**src/rtl/dipsw_ioctl_port_if.sv**
```systemverilog
// ============================================================================
// Module      : dipsw_ioctl_port_if
// Description : HPS ioctl transfer signals shared by hps_io and the DIP bank.
// Revision    : 1.0  initial release
// ============================================================================
`default_nettype none

interface dipsw_ioctl_port_if;
    logic        ioctl_download;
    logic        ioctl_upload;
    logic [15:0] ioctl_index;
    logic [26:0] ioctl_addr;
    logic        ioctl_wr;
    logic [7:0]  ioctl_dout;
    logic        ioctl_rd;
    logic [7:0]  ioctl_din;
    logic        ioctl_wait;
    logic        ioctl_upload_req;

    modport master (
        output ioctl_download, ioctl_upload, ioctl_index, ioctl_addr,
               ioctl_wr, ioctl_dout, ioctl_rd,
        input  ioctl_din, ioctl_wait, ioctl_upload_req
    );

    modport slave (
        input  ioctl_download, ioctl_upload, ioctl_index, ioctl_addr,
               ioctl_wr, ioctl_dout, ioctl_rd,
        output ioctl_din, ioctl_wait, ioctl_upload_req
    );
endinterface

`default_nettype wire

```
**src/rtl/dipsw_ioctl_port.sv**
```systemverilog
// ============================================================================
// Module      : dipsw_ioctl_port
// Description : DIP-switch bank with atomic ioctl download and read-back upload.
// Revision    : 1.0  initial release
// ============================================================================
`default_nettype none

module dipsw_ioctl_port #(
    parameter int DIP_INDEX = 254,
    parameter int NBYTES    = 8,
    parameter int WAIT_CYC  = 1
) (
    input  wire logic                clk_sys,
    input  wire logic                reset_n,
    dipsw_ioctl_port_if.slave        ioctl,
    output logic [8*NBYTES-1:0]      dip_bank,
    output logic [7:0]               sw,
    output logic                     dip_valid
);

    localparam int LOG2N = (NBYTES > 1) ? $clog2(NBYTES) : 0;
    localparam int SELW  = (NBYTES > 1) ? LOG2N : 1;
    localparam int WCW   = (WAIT_CYC > 1) ? $clog2(WAIT_CYC) : 1;
    localparam logic [WCW-1:0] C_WAIT_LOAD = (WAIT_CYC > 0) ? WCW'(WAIT_CYC - 1) : '0;
    localparam logic [26:0]    C_CSUM_ADDR = 27'(NBYTES);

    typedef enum logic [2:0] {
        ST_IDLE   = 3'd0,
        ST_LOAD   = 3'd1,
        ST_COMMIT = 3'd2,
        ST_UPLOAD = 3'd3,
        ST_RWAIT  = 3'd4
    } state_t;

    state_t r_state;
    state_t w_state_nxt;

    logic [NBYTES-1:0][7:0] r_stage;
    logic [NBYTES-1:0][7:0] r_bank;
    logic [7:0]             r_csum;
    logic [7:0]             w_csum;
    logic                   r_changed;
    logic                   r_valid;
    logic                   r_upload_req;
    logic [7:0]             r_din;
    logic                   r_wait;
    logic [WCW-1:0]         r_wait_cnt;
    logic [26:0]            r_rd_addr;
    logic                   r_rd_idx_ok;
    logic                   r_dl_q;
    logic                   r_ul_q;

    logic                   w_idx_match;
    logic                   w_in_range;
    logic                   w_hit;
    logic [SELW-1:0]        w_sel;
    logic                   w_dl_rise;
    logic                   w_ul_rise;
    logic                   w_go_load;
    logic                   w_rd_accept;

    assign w_idx_match = (ioctl.ioctl_index == 16'(DIP_INDEX));
    assign w_in_range  = ((ioctl.ioctl_addr >> LOG2N) == 27'd0);
    assign w_hit       = w_idx_match && w_in_range;
    assign w_sel       = ioctl.ioctl_addr[SELW-1:0];
    assign w_dl_rise   = ioctl.ioctl_download && !r_dl_q;
    assign w_ul_rise   = ioctl.ioctl_upload && !r_ul_q;

    // Upload read-back: bank bytes, then the checksum one past the end, zero elsewhere.
    function automatic logic [7:0] read_byte(input logic idx_ok, input logic [26:0] addr);
        logic [7:0] v;
        v = 8'h00;
        if (idx_ok && ((addr >> LOG2N) == 27'd0)) begin
            v = r_bank[addr[SELW-1:0]];
        end else if (idx_ok && (addr == C_CSUM_ADDR)) begin
            v = r_csum;
        end
        return v;
    endfunction

    always_comb begin
        w_csum = 8'h00;
        for (int k = 0; k < NBYTES; k++) begin
            w_csum = w_csum ^ r_stage[k];
        end
    end

    always_ff @(posedge clk_sys or negedge reset_n) begin
        if (!reset_n) begin
            r_state <= ST_IDLE;
        end else begin
            r_state <= w_state_nxt;
        end
    end

    always_comb begin
        w_state_nxt = r_state;
        w_go_load   = 1'b0;
        w_rd_accept = 1'b0;
        case (r_state)
            ST_IDLE: begin
                // Download wins when both transfers start on the same cycle.
                if (w_dl_rise && w_idx_match) begin
                    w_state_nxt = ST_LOAD;
                    w_go_load   = 1'b1;
                end else if (w_ul_rise && w_idx_match) begin
                    w_state_nxt = ST_UPLOAD;
                end
            end
            ST_LOAD: begin
                if (!ioctl.ioctl_download) begin
                    w_state_nxt = ST_COMMIT;
                end
            end
            ST_COMMIT: begin
                w_state_nxt = ST_IDLE;
            end
            ST_UPLOAD: begin
                if (!ioctl.ioctl_upload) begin
                    w_state_nxt = ST_IDLE;
                end else if (ioctl.ioctl_rd) begin
                    w_rd_accept = 1'b1;
                    if (WAIT_CYC != 0) begin
                        w_state_nxt = ST_RWAIT;
                    end
                end
            end
            ST_RWAIT: begin
                if (!ioctl.ioctl_upload) begin
                    w_state_nxt = ST_IDLE;
                end else if (r_wait_cnt == '0) begin
                    w_state_nxt = ST_UPLOAD;
                end
            end
            default: begin
                w_state_nxt = ST_IDLE;
            end
        endcase
    end

    // Edge history resets high so a line still asserted across reset is not a new transfer.
    always_ff @(posedge clk_sys or negedge reset_n) begin
        if (!reset_n) begin
            r_dl_q <= 1'b1;
            r_ul_q <= 1'b1;
        end else begin
            r_dl_q <= ioctl.ioctl_download;
            r_ul_q <= ioctl.ioctl_upload;
        end
    end

    always_ff @(posedge clk_sys or negedge reset_n) begin
        if (!reset_n) begin
            r_stage      <= '0;
            r_bank       <= '0;
            r_csum       <= 8'h00;
            r_changed    <= 1'b0;
            r_valid      <= 1'b0;
            r_upload_req <= 1'b0;
            r_din        <= 8'h00;
            r_wait       <= 1'b0;
            r_wait_cnt   <= '0;
            r_rd_addr    <= '0;
            r_rd_idx_ok  <= 1'b0;
        end else begin
            r_upload_req <= 1'b0;
            case (r_state)
                ST_IDLE: begin
                    if (w_go_load) begin
                        r_stage   <= r_bank;
                        r_changed <= 1'b0;
                    end
                end
                ST_LOAD: begin
                    if (ioctl.ioctl_wr && w_hit) begin
                        r_stage[w_sel] <= ioctl.ioctl_dout;
                        if (ioctl.ioctl_dout != r_bank[w_sel]) begin
                            r_changed <= 1'b1;
                        end
                    end
                end
                ST_COMMIT: begin
                    r_bank       <= r_stage;
                    r_valid      <= 1'b1;
                    r_csum       <= w_csum;
                    r_upload_req <= r_changed;
                end
                ST_UPLOAD: begin
                    if (w_rd_accept) begin
                        if (WAIT_CYC == 0) begin
                            r_din <= read_byte(w_idx_match, ioctl.ioctl_addr);
                        end else begin
                            r_rd_addr   <= ioctl.ioctl_addr;
                            r_rd_idx_ok <= w_idx_match;
                            r_wait      <= 1'b1;
                            r_wait_cnt  <= C_WAIT_LOAD;
                        end
                    end
                end
                ST_RWAIT: begin
                    if (!ioctl.ioctl_upload) begin
                        r_wait <= 1'b0;
                    end else if (r_wait_cnt == '0) begin
                        r_wait <= 1'b0;
                        r_din  <= read_byte(r_rd_idx_ok, r_rd_addr);
                    end else begin
                        r_wait_cnt <= r_wait_cnt - 1'b1;
                    end
                end
                default: begin
                    r_wait <= 1'b0;
                end
            endcase
        end
    end

    assign dip_bank               = r_bank;
    assign sw                     = r_bank[0];
    assign dip_valid              = r_valid;
    assign ioctl.ioctl_din        = r_din;
    assign ioctl.ioctl_wait       = r_wait;
    assign ioctl.ioctl_upload_req = r_upload_req;

endmodule

`default_nettype wire

```
**src/flat_wrapper.sv**
```systemverilog
// flat-port wrapper written by rule: the top's interface ports become plain ports
module dipsw_ioctl_port_flat 
#(
    parameter int DIP_INDEX = 254,
    parameter int NBYTES    = 8,
    parameter int WAIT_CYC  = 1
)
  (clk_sys, reset_n, dip_bank, sw, dip_valid, ioctl_ioctl_download, ioctl_ioctl_upload, ioctl_ioctl_index, ioctl_ioctl_addr, ioctl_ioctl_wr, ioctl_ioctl_dout, ioctl_ioctl_rd, ioctl_ioctl_din, ioctl_ioctl_wait, ioctl_ioctl_upload_req);
  dipsw_ioctl_port_if ioctl_i ();
  input  wire logic clk_sys;
  input  wire logic reset_n;
  output logic [8*NBYTES-1:0] dip_bank;
  output logic [7:0] sw;
  output logic dip_valid;
  input wire logic [$bits(ioctl_i.ioctl_download)-1:0] ioctl_ioctl_download;
  input wire logic [$bits(ioctl_i.ioctl_upload)-1:0] ioctl_ioctl_upload;
  input wire logic [$bits(ioctl_i.ioctl_index)-1:0] ioctl_ioctl_index;
  input wire logic [$bits(ioctl_i.ioctl_addr)-1:0] ioctl_ioctl_addr;
  input wire logic [$bits(ioctl_i.ioctl_wr)-1:0] ioctl_ioctl_wr;
  input wire logic [$bits(ioctl_i.ioctl_dout)-1:0] ioctl_ioctl_dout;
  input wire logic [$bits(ioctl_i.ioctl_rd)-1:0] ioctl_ioctl_rd;
  output wire logic [$bits(ioctl_i.ioctl_din)-1:0] ioctl_ioctl_din;
  output wire logic [$bits(ioctl_i.ioctl_wait)-1:0] ioctl_ioctl_wait;
  output wire logic [$bits(ioctl_i.ioctl_upload_req)-1:0] ioctl_ioctl_upload_req;
  assign ioctl_i.ioctl_download = ioctl_ioctl_download;
  assign ioctl_i.ioctl_upload = ioctl_ioctl_upload;
  assign ioctl_i.ioctl_index = ioctl_ioctl_index;
  assign ioctl_i.ioctl_addr = ioctl_ioctl_addr;
  assign ioctl_i.ioctl_wr = ioctl_ioctl_wr;
  assign ioctl_i.ioctl_dout = ioctl_ioctl_dout;
  assign ioctl_i.ioctl_rd = ioctl_ioctl_rd;
  assign ioctl_ioctl_din = ioctl_i.ioctl_din;
  assign ioctl_ioctl_wait = ioctl_i.ioctl_wait;
  assign ioctl_ioctl_upload_req = ioctl_i.ioctl_upload_req;
  dipsw_ioctl_port #(.DIP_INDEX(DIP_INDEX), .NBYTES(NBYTES), .WAIT_CYC(WAIT_CYC)) u_core (.clk_sys(clk_sys), .reset_n(reset_n), .ioctl(ioctl_i), .dip_bank(dip_bank), .sw(sw), .dip_valid(dip_valid));
endmodule
```
**config.mk**
```make
export PLATFORM = sky130hd
export DESIGN_NAME = dipsw_ioctl_port_flat
export DESIGN_NICKNAME = d
export VERILOG_FILES = /design/src/rtl/dipsw_ioctl_port_if.sv /design/src/rtl/dipsw_ioctl_port.sv /design/src/flat_wrapper.sv
export SDC_FILE = /design/constraint.sdc
export NUM_CORES = 1
export LEC_CHECK = 0
export ABC_AREA = 1
export CORE_MARGIN = 8
export CORE_UTILIZATION = 57
export CTS_BUF_LIST = sky130_fd_sc_hd__clkbuf_8
export CTS_CLUSTER_DIAMETER = 40
export DETAILED_ROUTE_END_ITERATION = 10
export PLACE_DENSITY = 0.9
export RECOVER_POWER = 50
export SLEW_MARGIN = 20
export SYNTH_ARGS = -nofsm -noshare
export SYNTH_HDL_FRONTEND = slang
export SYNTH_SLANG_ARGS = --single-unit
```
**constraint.sdc**
```tcl
create_clock -name clk_sys -period 2.25 [get_ports clk_sys]
set_input_delay 0.45 -clock clk_sys [delete_from_list [all_inputs] [get_ports clk_sys]]
set_output_delay 0.45 -clock clk_sys [all_outputs]
set_load 0.01 [all_outputs]
```
==> flow_summary.ini, run 1 <==
[status]
status = finished, violations left
violations = max-capacitance violations, max-slew violations

[place]
portBuffers = 139
dp_slack_ns = -0.163
dpl.cell_count = 1610
dp_hpwl_um = 22900
gp_congestion = 0.984

[worst_setup_path]
crit_chain = clkdlybuf4s50_1
critPathMaxStageDelay_ns = 0.60
crit_path_start_kind = flip-flop
crit_fanout = 5
crit_type = flip-flop to output port
cp-end-kind = output port
rrSetupSlack_ns = 0.19
crit_slowest_cell = clkdlybuf4s50_1
required_ns = 1.80
path_delay_family = buffers and inverters
arrival_ns = 1.62
critPathBufInv = 1

[timing]
layout_min_cycle_time_ns = 2.07
setup_violations = 0
relSlewSlack_pct = -14.8
skew_ns = 0.0129
tightestPinTransition_ns = 1.72
period_share_pct = 92.2
rsz0062_at_grt = no
finalMaxSlewViolations = 165
worst_slack_ns = 0.175
max_freq_mhz = 482
fin_tns_setup_ns = 0
hold_viol = 0

[finish]
fin_util_pct = 71.0
fin_cells = 1641
n_antenna_cell = 0
areaGrowthSynthToFinish_pct = 22.1
nets = 1461
nFillCells = 1328
drive_above_1_share_pct = 14.3

[die]
pin_count = 140
die_h_um = 149
initial_utilization_pct = 58.1
die_area_um2 = 22100
rows = 48
die_x_um = 149
core_area_um2 = 17200

[synth]
ys_seq_area_share_pct = 45.2
synth_warnings = 0
syn_area_per_cell_um2 = 7.95
ys_ff_latch = 181
netlist_area_um2 = 10000
postSynthCellCount = 1260
syn-num-nets = 1317
ys_types = 36

[route]
wl_per_cell_um = 19.4
drcViolationCount = 0
wl_um = 31800
vias = 9738
firstDrtPassIters = 6
ant_nets = 0
via_per_inst = 5.93
drt_iter0_drc = 1224

[clock_network]
cts_setup_buffers = 0
post_cts_resized = 0
clk_latency_ns = 0.49
numCtsBuffers = 17
cts_tree = yes
cts_sinks = 181
cts_buffer_depth = 2
cts_hold_buf = 0
clkSlewWorstSetupHoldPaths_ns = 0.10
root_buffer = clkbuf_8
htree_levels = 4

[power]
p_int_mw = 8.53
power.density_nw_per_um2 = 1300
p_comb_share_pct = 49.6
vdd_drop_max_uv = 851
seqPwrFrac_pct = 35.7
p_switching_mw = 7.37
sw_frac_of_total_pct = 46.3
p_leak_nw = 5.64
clockPowerShare_pct = 14.7

[min_path]
hold_path_class = input pin to asynchronous set/reset pin

[global_routing]
antenna_found_initial = 0
grtUsageTotal_pct = 28.7
grt_max_degree = 121
grt_pass1_wl_um = 49600
grt_pass1_vias = 9167
overflow = 0

[run]
maxCapViolations = 2
## power groups by stage
stage	combinational [mW]	clock, mW	sequential (mW)
2_1_floorplan	4.87	0	5.42
3_5_place_dp	7.76	0	5.67
4_1_cts	7.82	2.34	5.62
5_1_grt	8.54	2.48	5.77
6_report	7.89	2.33	5.68
3_3_place_gp	7.53	0	5.63
## flip-flops by register name, indices dropped and copies added (netlist names)
| register | count |
|---|---|
| u_core.dip_valid | 1 |
| u_core.r_csum | 8 |
| u_core.ioctl.ioctl_din | 8 |
| u_core.r_stage | 64 |
| u_core.dip_bank | 56 |
| u_core.r_ul_q | 1 |
| u_core.r_rd_addr | 27 |
| u_core.sw | 8 |
| u_core.ioctl.ioctl_wait | 1 |
| u_core.ioctl.ioctl_upload_req | 1 |
| u_core.r_changed | 1 |
| u_core.r_rd_idx_ok | 1 |
| u_core.r_state | 3 |
| u_core.r_dl_q | 1 |
## per-stage QoR
step | area (um2) | power, mW | hold WS (ns)
final | 12200 | 15.9 | 0.411
after global placement | 11900 | 13.2 | 0.450
after detailed placement | 11900 | 13.4 | 0.457
after floorplan | 10000 | 10.3 | 0.154
after global routing | 12200 | 16.8 | 0.494
after CTS | 12300 | 15.8 | 0.0515
## logic make-up (layout without fill, tap and decap cells)
family | count (synthesis) | after routing | synth area share, %
AO/OA/AOI/OAI | 288 | 288 | 18.7
AND/OR/NAND/NOR | 577 | 577 | 24.7
XOR/XNOR | 49 | 49 | 4.28
flip-flops | 181 | 181 | 45.2
buffers and inverters | 165 | 321 | 7.13
## path summary, 6_finish.rpt
check	start	cells after the start	to
max in group asynchronous	reset_n	2	u_core.r_stage[26]$_DFFE_PN0P_
worst max register to register	u_core.r_state[0]$_DFFE_PN0P_	5	u_core.dip_bank[29]$_DFFE_PN0N_
worst min register to register	u_core.dip_valid$_DFFE_PN0N_	1	u_core.dip_valid$_DFFE_PN0N_
worst max-delay path	u_core.dip_bank[44]$_DFFE_PN0N_	1	dip_bank[44]
worst min-delay path	reset_n	2	u_core.r_rd_addr[14]$_DFFE_PN0P_
min in group clk_sys	u_core.dip_valid$_DFFE_PN0N_	1	u_core.dip_valid$_DFFE_PN0N_
## layer usage
metal	GRT usage [%]	up-vias	part of all wire [%]
li1	-	4382	-
met1	36.0	4628	38
met2	45.9	606	47
met3	6.56	122	9.5
met4	13.9	0	4.7
met5	0	-	0
## final cells by class
class                           instances  area [um2]  share of cell area [%]
Clock buffer                           21         289                    2.36
Sequential cell                       181        4530                    37.0
Tap cell                              225         282                    2.30
Clock inverter                         10         120                   0.982
Inverter                               96         360                    2.95
Multi-Input combinational cell        914        4770                    39.0
Timing Repair Buffer                  194        1880                    15.3
## placed cells by master, fill, tap and decap left out, types with 2 or more instances in the layout
cell and n:
nand3_1 20, dlygate4sd3_1 2, clkinvlp_4 2, o21ai_1 56
o21ai_2 64, nor4_1 8, a21oi_1 28, clkdlybuf4s50_1 135
xor2_1 18, buf_12 7, inv_2 8, and2_0 2
inv_1 84, a22oi_1 64, clkbuf_4 2, nand2_1 439
buf_4 45, clkinv_2 2, nand2_2 16, bufinv_16 2
nor2_1 34, clkinv_1 4, inv_6 3, xnor2_1 31
nand4_1 9, o21ai_0 64, clkbuf_8 21, or2_1 8
o22ai_1 10, or2_2 9, dfrtp_1 179, nand2_4 10
dfstp_2 2, nor3_1 17
## cell usage after synthesis
| library cell | n | area share [%] |
|---|---|---|
| nand2_1 | 439 | 16 |
| dfrtp_1 | 179 | 45 |
| inv_1 | 83 | 3.1 |
| o21ai_1 | 65 | 3.2 |
| a22oi_1 | 64 | 4.8 |
| o21ai_2 | 64 | 5.6 |
| o21ai_0 | 55 | 2.7 |
| clkbuf_1 | 47 | 1.8 |
| nor2_1 | 34 | 1.3 |
| xnor2_1 | 31 | 2.7 |
| a21oi_1 | 28 | 1.4 |
| nand3_1 | 20 | 1.0 |
| xor2_1 | 18 | 1.6 |
| nor3_1 | 17 | 0.85 |
| nand2_2 | 16 | 1.0 |
| nand2_4 | 10 | 1.1 |
| o22ai_1 | 10 | 0.62 |
| inv_2 | 9 | 0.34 |
| nand4_1 | 9 | 0.56 |
| or2_2 | 9 | 0.56 |
| buf_4 | 8 | 0.60 |
| buf_6 | 8 | 0.90 |
| nor4_1 | 8 | 0.50 |
| or2_1 | 8 | 0.50 |
| buf_2 | 4 | 0.20 |
| clkinv_1 | 4 | 0.15 |
| and2_0 | 2 | 0.12 |
| buf_1 | 2 | 0.075 |
| dfstp_2 | 2 | 0.52 |
| a21oi_4 | 1 | 0.16 |
| nand3_4 | 1 | 0.17 |
| nand4_4 | 1 | 0.21 |
| nor2_8 | 1 | 0.20 |
| nor3_2 | 1 | 0.10 |
| o41ai_1 | 1 | 0.087 |
| or2_4 | 1 | 0.087 |
Power figures use the tool's default switching activity.
==> run 2, diff against run 1 <==
--- a/config.mk
+++ b/config.mk
@@ -6,12 +6,15 @@
 export NUM_CORES = 1
 export LEC_CHECK = 0
 export ABC_AREA = 1
+export CELL_PAD_IN_SITES_DETAIL_PLACEMENT = 2
+export CELL_PAD_IN_SITES_GLOBAL_PLACEMENT = 2
 export CORE_MARGIN = 8
-export CORE_UTILIZATION = 57
+export CORE_UTILIZATION = 33
 export CTS_BUF_LIST = sky130_fd_sc_hd__clkbuf_8
 export CTS_CLUSTER_DIAMETER = 40
+export CTS_CLUSTER_SIZE = 8
 export DETAILED_ROUTE_END_ITERATION = 10
-export PLACE_DENSITY = 0.9
+export PLACE_DENSITY = 0.89
 export RECOVER_POWER = 50
 export SLEW_MARGIN = 20
 export SYNTH_ARGS = -nofsm -noshare
==> run 2 against run 1 <==
  * Sequential power up 4%
  * Largest cell class unchanged
  * Combinational power is 11% higher
  * Critical path depth rose by 6
  * Largest power group unchanged
  * Critical endpoint is now u_core.ioctl.ioctl_din[6]$_DFFE_PN0P_
  * Via count increased by 4.2%
  * Sequential share of layout area down 0.90 points
  * Worst hold slack improved by 0.079 ns
  * Highest routed layer unchanged
  * Final cell count increased by 11%
  * The run still ends with max-capacitance violations, max-slew violations left
  * Maximum frequency decreased by 4.3%
  * Worst setup slack worse by 0.093 ns
==> flow_summary.ini, run 2 (synthesized netlist as in run 1, its figures left out) <==
[worst_setup_path]
path_delay_family = simple AND/OR/NAND/NOR gates
crit_path_start_kind = flip-flop
crit_fanout = 8
required_ns = 2.69
timing.rr.start = u_core.r_rd_addr[3]$_DFFE_PN0P_
crit_type = flip-flop to flip-flop
crit_chain = nor2_1 -> nand2_1 -> nor4_1 -> nand4_1 -> o22ai_1 -> nand2_1 -> nand2_1
critPathBufInv = 0
r2r-end = u_core.ioctl.ioctl_din[6]$_DFFE_PN0P_
reg2reg_depth = 7
arrival_ns = 2.61
rrSetupSlack_ns = 0.08
critPathMaxStageDelay_ns = 0.49
crit_slowest_cell = nand4_1
crit_top_cell = nand2_1
cp-end-kind = flip-flop

[finish]
final_cell_mix = nand2_1 (438), dfrtp_1 (179), clkdlybuf4s50_1 (135)
largest_reg_flops = 64
nFillCells = 3418
fin_cells = 1827
layout.cells.most_common = nand2_1
areaGrowthSynthToFinish_pct = 25.1
finalInstanceArea_um2 = 12500
top_register = u_core.r_stage
nets = 1475
drive_above_1_share_pct = 15.2
n_antenna_cell = 0

[timing]
relSlewSlack_pct = -12.5
tightestPinTransition_ns = 1.69
setup_violations = 0
skew_ns = 0.0246
rsz0062_at_grt = no
hold_viol = 0
max_freq_mhz = 461
finalMaxSlewViolations = 57
layout_min_cycle_time_ns = 2.17
period_share_pct = 96.4
worst_slack_ns = 0.0819
fin_tns_setup_ns = 0

[clock_network]
root_buffer = clkbuf_8
htree_levels = 4
clk_latency_ns = 0.52
clkSlewWorstSetupHoldPaths_ns = 0.12
numCtsBuffers = 17
cts_sinks = 181
cts_tree = yes
cts_buffer_depth = 2

[place]
postPlaceCellArea_um2 = 12200
dp_hpwl_um = 32000
dp_slack_ns = -0.269
gp_congestion = 0.868
dpl.cell_count = 1794
portBuffers = 139

[run]
maxCapViolations = 1

[min_path]
worstHoldStart = ioctl_ioctl_download
whs_path_depth = 1
hold_end = u_core.r_dl_q$_DFF_PN1_
hold_path_class = input pin to flip-flop

[die]
rows = 64
initial_utilization_pct = 33.1
die_area_um2 = 36200
pin_count = 140
die_x_um = 190
die_h_um = 190
core_area_um2 = 30300

[global_routing]
grtUsageMet3_pct = 4.44
grt_busiest_layer = met2
grt_pass1_vias = 11758
grt_pass1_wl_um = 72200
grt_use_met1_pct = 31.0
grtUsageTotal_pct = 26.1
met2_usage_pct = 44.8
overflow = 0
antenna_found_initial = 0
grt_max_degree = 103

[route]
via_per_inst = 5.55
drcViolationCount = 0
firstDrtPassIters = 5
ant_nets = 0
wl_um = 46700
wl_per_cell_um = 25.6
drt_iter0_drc = 817
vias = 10147

[power]
p_leak_nw = 5.70
power.density_nw_per_um2 = 1350
vdd_drop_max_uv = 476

[status]
violations = max-capacitance violations, max-slew violations
status = finished, violations left
run 2: per-layer routing:
metal,up-vias,routed length [um]
li1,4411,-
met1,5242,18900
met2,369,23200
met3,125,2330
met4,0,2320
met5,-,0
run 2: cell type report:
type | count | area (um2) | share of cell area [%]
timing repair buffer | 208 | 1990 | 15.9
sequential | 181 | 4530 | 36.1
inverter | 96 | 360 | 2.87
tap | 396 | 495 | 3.95
clock buffer | 18 | 248 | 1.98
multi-input combinational | 914 | 4780 | 38.1
clock inverter | 14 | 128 | 1.02
run 2: worst max-delay path by stage:
stage                                          startpoint                                     to  slack, ns  cells past startpoint
final                     u_core.r_rd_addr[3]$_DFFE_PN0P_  u_core.ioctl.ioctl_din[6]$_DFFE_PN0P_       0.08                      7
after global routing      u_core.r_rd_addr[3]$_DFFE_PN0P_  u_core.ioctl.ioctl_din[6]$_DFFE_PN0P_      0.003                      7
after CTS                        u_core.sw[7]$_DFFE_PN0N_                                  sw[7]       0.09                      1
after detailed placement              ioctl_ioctl_addr[7]         u_core.r_stage[49]$_DFFE_PN0P_      -0.27                     11
after global placement               ioctl_ioctl_index[7]          u_core.r_stage[0]$_DFFE_PN0P_      -0.13                     12
after floorplan                     ioctl_ioctl_index[11]         u_core.r_stage[61]$_DFFE_PN0P_       0.21                     11
run 2: timing repair:
action                                  in CTS  in global routing
gates resized for setup                      0                  1
endpoints found under the hold margin       50                  0
endpoints found under the setup margin       0                  1
hold buffers                                 1                  0
buffers inserted                             0                  0
run 2: stage by stage:
| step | utilization [%] | hold slack [ns] | power, mW |
|---|---|---|---|
| 2_1_floorplan | - | 0.154 | 10.3 |
| 3_3_place_gp | 40.2 | 0.448 | 13.5 |
| 3_5_place_dp | 40.2 | 0.475 | 14.2 |
| 4_1_cts | 41.5 | 0.336 | 16.9 |
| 6_report | 41.4 | 0.490 | 16.9 |
| 5_1_grt | 41.4 | 0.462 | 17.7 |
run 2: where the power goes:
group	total [mW]	switching, mW	internal, mW
registers	5.88	1.58	4.31
logic	8.73	5.63	3.10
clock network	2.31	1.46	0.847
total	16.9	8.66	8.25
